==> config.mk <==
export PLATFORM = sky130hd
export DESIGN_NAME = aes_mixcol_pipe
export DESIGN_NICKNAME = d
export VERILOG_FILES = /design/src/rtl/aes_mixcol_pkg.sv /design/src/rtl/aes_mixcol_stage.sv /design/src/rtl/aes_mixcol_pipe.sv
export SDC_FILE = /design/constraint.sdc
export NUM_CORES = 1
export LEC_CHECK = 0
export CORE_MARGIN = 2
export CORE_UTILIZATION = 55
export DETAILED_ROUTE_END_ITERATION = 6
export PLACE_DENSITY = 0.92
export SETUP_SLACK_MARGIN = 0.15
export SYNTH_ARGS = -nofsm -noshare
export SYNTH_HDL_FRONTEND = slang
export SYNTH_SLANG_ARGS = --single-unit
==> constraint.sdc <==
create_clock -name clk -period 4.85 [get_ports clk]
set_clock_uncertainty 0.2 [all_clocks]
set_input_delay 0.97 -clock clk [delete_from_list [all_inputs] [get_ports clk]]
set_output_delay 0.97 -clock clk [all_outputs]
set_load 0.005 [all_outputs]
==> src/rtl/aes_mixcol_pkg.sv <==
// Shared types and GF(2^8) helpers for the pipelined AES MixColumns datapath.
// The MixColumns / InvMixColumns column transform lives here as a pure
// function so the top can replicate it once per column.
package aes_mixcol_pkg;

    // AES field polynomial x^8+x^4+x^3+x+1 with the x^8 term dropped.
    localparam logic [7:0] GF_POLY = 8'h1B;

    typedef logic [31:0] col_t;

    typedef enum logic {
        MC_FWD = 1'b0,
        MC_INV = 1'b1
    } mc_mode_e;

    // Multiply by x in GF(2^8).
    function automatic logic [7:0] xtime(input logic [7:0] b);
        return {b[6:0], 1'b0} ^ (b[7] ? GF_POLY : 8'h00);
    endfunction

    // Multiply by a small constant (every MixColumns coefficient fits in 4 bits).
    function automatic logic [7:0] gmul_const(input logic [7:0] b, input logic [3:0] c);
        logic [7:0] x2;
        logic [7:0] x4;
        logic [7:0] x8;
        x2 = xtime(b);
        x4 = xtime(x2);
        x8 = xtime(x4);
        return ({8{c[0]}} & b) ^ ({8{c[1]}} & x2) ^ ({8{c[2]}} & x4) ^ ({8{c[3]}} & x8);
    endfunction

    // One column through the circulant matrix; byte 0 sits in bits [31:24].
    function automatic col_t mixcol_word(input col_t word, input mc_mode_e inv);
        logic [3:0] k [4];
        logic [7:0] acc;
        col_t       res;
        if (inv == MC_INV) begin
            k[0] = 4'he; k[1] = 4'hb; k[2] = 4'hd; k[3] = 4'h9;
        end else begin
            k[0] = 4'h2; k[1] = 4'h3; k[2] = 4'h1; k[3] = 4'h1;
        end
        res = '0;
        for (int r = 0; r < 4; r++) begin
            acc = '0;
            for (int j = 0; j < 4; j++) begin
                // Row r of a circulant uses the first-row coefficient (j - r) mod 4.
                acc ^= gmul_const(8'(word >> (24 - 8 * j)), k[2'(j - r)]);
            end
            res = {res[23:0], acc};
        end
        return res;
    endfunction

    // Even parity of each byte of a column; bit 3 covers byte 0.
    function automatic logic [3:0] byte_parity(input col_t word);
        logic [3:0] p;
        p = '0;
        for (int i = 0; i < 4; i++) begin
            p = {p[2:0], ^(8'(word >> (24 - 8 * i)))};
        end
        return p;
    endfunction

endpackage

==> src/rtl/aes_mixcol_stage.sv <==
// One valid/ready pipeline register holding a beat's data, tag and (when
// AES_MIXCOL_PARITY_EN is defined) its predicted byte parity. Loads whenever
// it is empty or its downstream is taking the current beat, so bubbles collapse.
module aes_mixcol_stage
    import aes_mixcol_pkg::*;
#(
    parameter int DW    = 128,
    parameter int TAG_W = 4
`ifdef AES_MIXCOL_PARITY_EN
    ,
    parameter int PW    = 16
`endif
) (
    input  logic             clk,
    input  logic             rst_n,
    input  logic             in_valid,
    output logic             in_ready,
    input  logic [DW-1:0]    in_data,
    input  logic [TAG_W-1:0] in_tag,
`ifdef AES_MIXCOL_PARITY_EN
    input  logic [PW-1:0]    in_par,
    output logic [PW-1:0]    out_par,
`endif
    output logic             out_valid,
    input  logic             out_ready,
    output logic [DW-1:0]    out_data,
    output logic [TAG_W-1:0] out_tag
);

    logic             valid_q;
    logic [DW-1:0]    data_q;
    logic [TAG_W-1:0] tag_q;

    assign in_ready  = !valid_q | out_ready;
    assign out_valid = valid_q;
    assign out_data  = data_q;
    assign out_tag   = tag_q;

    // Stage register: take a new beat (or a bubble) whenever this stage can move.
    always_ff @(posedge clk or negedge rst_n) begin
        if (!rst_n) begin
            // NOTE: data/tag are cleared too so a reset pipe shows all-zero outputs;
            // non-blocking assignments keep every stage sampling pre-edge values.
            valid_q <= 1'b0;
            data_q  <= '0;
            tag_q   <= '0;
        end else if (in_ready) begin
            valid_q <= in_valid;
            if (in_valid) begin
                data_q <= in_data;
                tag_q  <= in_tag;
            end
        end
    end

`ifdef AES_MIXCOL_PARITY_EN
    logic [PW-1:0] par_q;

    assign out_par = par_q;

    // Predicted parity travels in lockstep with its data.
    always_ff @(posedge clk or negedge rst_n) begin
        if (!rst_n) begin
            par_q <= '0;
        end else if (in_ready && in_valid) begin
            par_q <= in_par;
        end
    end
`endif

endmodule

==> src/rtl/aes_mixcol_pipe.sv <==
// Pipelined AES MixColumns / InvMixColumns: NUM_COLS columns per beat, a
// per-beat mode bit, valid/ready on both sides and an occupancy counter.
// The transform sits in front of the first stage register; later stages only
// carry the beat. Optional byte-parity protection: AES_MIXCOL_PARITY_EN.
module aes_mixcol_pipe
    import aes_mixcol_pkg::*;
#(
    parameter  int NUM_COLS    = 4,
    parameter  int PIPE_STAGES = 2,
    parameter  int TAG_W       = 4,
    localparam int DW          = 32 * NUM_COLS,
    localparam int OCC_W       = $clog2(PIPE_STAGES + 1)
) (
    input  logic             clk,
    input  logic             rst_n,
    input  logic             in_valid,
    output logic             in_ready,
    input  logic [DW-1:0]    in_data,
    input  logic             in_inv,
    input  logic [TAG_W-1:0] in_tag,
    output logic             out_valid,
    input  logic             out_ready,
    output logic [DW-1:0]    out_data,
    output logic [TAG_W-1:0] out_tag,
    output logic [OCC_W-1:0] occupancy,
    output logic             out_perr
);

    // Index 0 is the upstream side, index PIPE_STAGES the downstream side.
    logic             stg_valid [PIPE_STAGES+1];
    logic             stg_ready [PIPE_STAGES+1];
    logic [DW-1:0]    stg_data  [PIPE_STAGES+1];
    logic [TAG_W-1:0] stg_tag   [PIPE_STAGES+1];
    logic [DW-1:0]    mixed;

    for (genvar c = 0; c < NUM_COLS; c++) begin : g_col
        assign mixed[32*c +: 32] = mixcol_word(in_data[32*c +: 32], mc_mode_e'(in_inv));
    end

    assign stg_valid[0]           = in_valid;
    assign stg_data[0]            = mixed;
    assign stg_tag[0]             = in_tag;
    assign stg_ready[PIPE_STAGES] = out_ready;
    assign in_ready               = stg_ready[0];
    assign out_valid              = stg_valid[PIPE_STAGES];
    assign out_data               = stg_data[PIPE_STAGES];
    assign out_tag                = stg_tag[PIPE_STAGES];

`ifdef AES_MIXCOL_PARITY_EN
    localparam int PW = 4 * NUM_COLS;

    logic [PW-1:0] stg_par [PIPE_STAGES+1];
    logic [PW-1:0] pred_par;
    logic [PW-1:0] out_par_act;

    // Parity is predicted at the transform so any later register upset is caught.
    for (genvar c = 0; c < NUM_COLS; c++) begin : g_par
        assign pred_par[4*c +: 4]    = byte_parity(mixed[32*c +: 32]);
        assign out_par_act[4*c +: 4] = byte_parity(out_data[32*c +: 32]);
    end

    assign stg_par[0] = pred_par;
`endif

    for (genvar s = 0; s < PIPE_STAGES; s++) begin : g_stage
        aes_mixcol_stage #(
            .DW    (DW),
            .TAG_W (TAG_W)
`ifdef AES_MIXCOL_PARITY_EN
            ,
            .PW    (PW)
`endif
        ) u_stage (
            .clk       (clk),
            .rst_n     (rst_n),
            .in_valid  (stg_valid[s]),
            .in_ready  (stg_ready[s]),
            .in_data   (stg_data[s]),
            .in_tag    (stg_tag[s]),
`ifdef AES_MIXCOL_PARITY_EN
            .in_par    (stg_par[s]),
            .out_par   (stg_par[s+1]),
`endif
            .out_valid (stg_valid[s+1]),
            .out_ready (stg_ready[s+1]),
            .out_data  (stg_data[s+1]),
            .out_tag   (stg_tag[s+1])
        );
    end

    logic in_fire;
    logic out_fire;

    assign in_fire  = in_valid & in_ready;
    assign out_fire = out_valid & out_ready;

    // Beats in flight: accept and emit in the same cycle leave the count alone.
    always_ff @(posedge clk or negedge rst_n) begin
        if (!rst_n) begin
            occupancy <= '0;
        end else begin
            case ({in_fire, out_fire})
                2'b10:   occupancy <= occupancy + OCC_W'(1);
                2'b01:   occupancy <= occupancy - OCC_W'(1);
                default: occupancy <= occupancy;
            endcase
        end
    end

`ifdef AES_MIXCOL_PARITY_EN
    // Sticky error: any emitted beat whose bytes disagree with the carried parity.
    always_ff @(posedge clk or negedge rst_n) begin
        if (!rst_n) begin
            out_perr <= 1'b0;
        end else if (out_fire && (out_par_act != stg_par[PIPE_STAGES])) begin
            out_perr <= 1'b1;
        end
    end
`else
    assign out_perr = 1'b0;
`endif

endmodule

==> impl_metrics.yaml <==
detailed_routing:
  drt_wl_total_mm: 41.31
  wl_per_cell_um: 18.94
  drc: 0
  drt.antenna.violating_nets: 0
  initialDrtViolationCount: 672
  vias: 11560
  dr.pass1.iters: 5
  via_per_inst: 5.300
pwr:
  leakage_nw: 9.360
  pwr-share-comb: 0.380
  clockPowerShare: 0.246
  ir_drop_mv: 0.3034
  p_int_mw: 6.901
  seqPwrFrac: 0.374
  switching_power_mw: 2.839
  powerDensity_mw_per_mm2: 453.3
  switching_share: 0.2915
die:
  die_area_mm2: 0.03378
  fp-row-count: 65
  start_util: 0.5606
  io_pins: 274
  die_h_um: 183.8
  core_area_mm2: 0.03172
  die_width_um: 183.8
setup_path:
  crit_arrival_ns: 2.22
  reg2reg_depth: 4
  regToRegSetupSlack_ns: 2.79
  start_kind: "input port"
  cp_max_fo: 3
  worstSetupEndpointType: "output pin"
  crit_type: "in2out"
  reg2reg_to: "g_stage[1].u_stage.out_data[39]$_DFFE_PN0P_"
  r2r-start: "g_stage[1].u_stage.out_valid$_DFFE_PN0P_"
  critPathRequiredTime_ns: 3.68
yosys:
  netlist_area_mm2: 0.01778
  ys_async_sr_fraction: 1.000
  synth_edf_count: 0
  synth_cells: 1576
  netlist-cell-type-count: 32
  synthTopCellsByArea: "dfrtp_1 38%, xnor2_1 13%, mux2_2 12%, xor2_1 11%, xnor3_1 6.3%"
  synth_ff_type: "dfrtp_1"
  yosys_warnings: 0
  synth_seq_cells: 268
  synth_seq_area_share: 0.3772
  netlist.area_leader.share: 0.3772
  synth_top_area_cell: "dfrtp_1"
  synth.net_count: 1714
  syn_avg_cell_area_um2: 11.28
final_layout:
  drive_gt1_frac: 0.1557
  antenna_cells: 0
  area_growth_pct: 20.83
  post-route-util: 0.6773
  fill_cells: 2197
  multiInputGateArea_mm2: 0.01032
  nets: 1895
  ff_latch_area_mm2: 0.006706
  final_cell_area_mm2: 0.02148
timing:
  rsz0062_at_grt: "no"
  fin_crit_sh: 0.6992
  hold_viol: 0
  min_period_ns: 3.391
  fmax_mhz: 294.9
  maxSlewViolCount: 0
  finalSetupViolCount: 0
  worst_pin_slew_ns: 0.8264
  maxSlewHeadroom: 0.4490
  finalSetupTns_ns: 0
clock_network:
  cts_setup_buffers: 0
  cts_resized: 0
  clkSinkCount: 268
  numCtsBuffers: 29
  cts.clk_slew.worst_paths_ns: 0.07
  cts_tree: "built"
  clock_latency_ns: 0.55
  clockBufferDepth: 3
  clockRootBuffer: "clkbuf_16"
  htreeDepth: 1
  ctsHoldBuffers: 0
place:
  place_congestion: 0.8582
  dpl.hpwl_mm: 30.37
  portBuffers: 272
  place_area_mm2: 0.02044
grt:
  antenna_found_initial: 0
  grt-ovfl-total: 0
  grt_max_degree: 112
  track_usage: 0.2493
  grt_pass1_wl_mm: 66.81
  grt_pass1_vias: 12420
min_path:
  hp-class: "in2async"
flow_run:
  drv_cap: 0
outcome:
  run_status: "finished, final reports clean"
-- cell families after synthesis --
logic type | Yosys count | synth area share
mux | 206 | 0.1289
xor+xnor | 574 | 0.3555
fa+ha+maj | 1 | 0.0007036
other cells | 1 | 0.0002109
compound gates | 100 | 0.02843
flops | 268 | 0.3772
simple gates | 287 | 0.06615
buf+inv | 139 | 0.04300
-- critical path: stages --
cell and delay [ns]:
clkdlybuf4s50_1 0.49, nand3b_1 0.22, clkdlybuf4s50_1 0.54
-- routing by layer --
layer  track usage  up-vias  part of all wire
met2        0.4312      347              0.50
met5             0        -                 0
met4       0.06112        0             0.017
met3       0.04418       60             0.064
li1              -     5405                 -
met1        0.3261     5748              0.42
-- power groups by stage --
stage | sequential, mW | clock, mW | combinational (mW)
global route | 3.74 | 2.55 | 4.01
finish | 3.64 | 2.40 | 3.70
CTS | 3.64 | 2.45 | 3.74
detailed placement | 3.67 | 0 | 3.70
floorplan | 3.56 | 0 | 2.10
global placement | 3.62 | 0 | 3.60
-- layout by cell type, fill, tap and decap left out, types with 5 or more instances in the layout --
cell type	netlist	final
xnor2_1	255	255
mux2i_1	23	23
mux2_2	183	183
dfrtp_1	268	268
xnor2_2	5	5
clkinv_2	0	7
nand2b_1	19	19
nand2_1	247	245
a21oi_1	16	16
o21ai_1	8	8
buf_4	21	13
bufinv_16	0	6
clkdlybuf4s50_1	0	270
o21ai_0	74	74
xnor3_1	50	50
xor2_2	12	12
xor3_1	28	28
clkbuf_16	0	29
nor2b_1	8	8
xor2_1	221	221
-- registers in the layout, indices dropped and copies added, names as in the netlist --
signal and count:
g_stage.u_stage.out_data 256, g_stage.u_stage.out_tag 8, g_stage.u_stage.out_valid 2, occupancy 2
-- final cells by class --
cell class                 instances  share of cell area
multi-input combinational       1169              0.4805
clock inverter                    18             0.01188
sequential                       268              0.3122
tap                              402             0.02341
clock buffer                      35             0.03669
timing repair buffer             289              0.1353
-- Yosys cell counts, types with 3 or more instances --
cell type	n
buf_2	49
xor3_1	28
buf_4	21
o21ai_0	74
o21ai_1	8
xor2_2	12
buf_6	9
buf_1	6
xnor2_1	255
nand2b_1	19
xnor2_2	5
xnor3_1	50
dfrtp_1	268
nand2_1	247
a21oi_1	16
mux2i_1	23
xor2_4	3
clkbuf_1	50
or2b_1	4
nor2b_1	8
nor2_1	3
buf_8	3
xor2_1	221
mux2_2	183
-- how the worst max path moves through the flow --
stage / startpoint / end / slack [ns] / cells past startpoint
after detailed placement: in_data[54] / g_stage[0].u_stage.out_data[52]$_DFFE_PN0P_ / 1.16 / 6
final: out_ready / in_ready / 1.46 / 3
after global placement: in_data[54] / g_stage[0].u_stage.out_data[52]$_DFFE_PN0P_ / 1.34 / 6
after CTS: out_ready / in_ready / 1.45 / 3
after global routing: out_ready / in_ready / 1.40 / 3
after floorplan: in_data[54] / g_stage[0].u_stage.out_data[52]$_DFFE_PN0P_ / 1.96 / 6
-- per-stage QoR --
| step | cells | power, mW | setup WS [ns] | hold slack [ns] |
|---|---|---|---|---|
| floorplan | 1576 | 5.658 | 1.959 | 0.2446 |
| global placement | 2128 | 7.214 | 1.341 | 0.2570 |
| detailed placement | 2128 | 7.370 | 1.162 | 0.2636 |
| CTS | 2181 | 9.836 | 1.451 | 0.2760 |
| global route | 2181 | 10.30 | 1.399 | 0.2976 |
| finish | 2181 | 9.739 | 1.459 | 0.2517 |
Power figures use the tool's default switching activity.
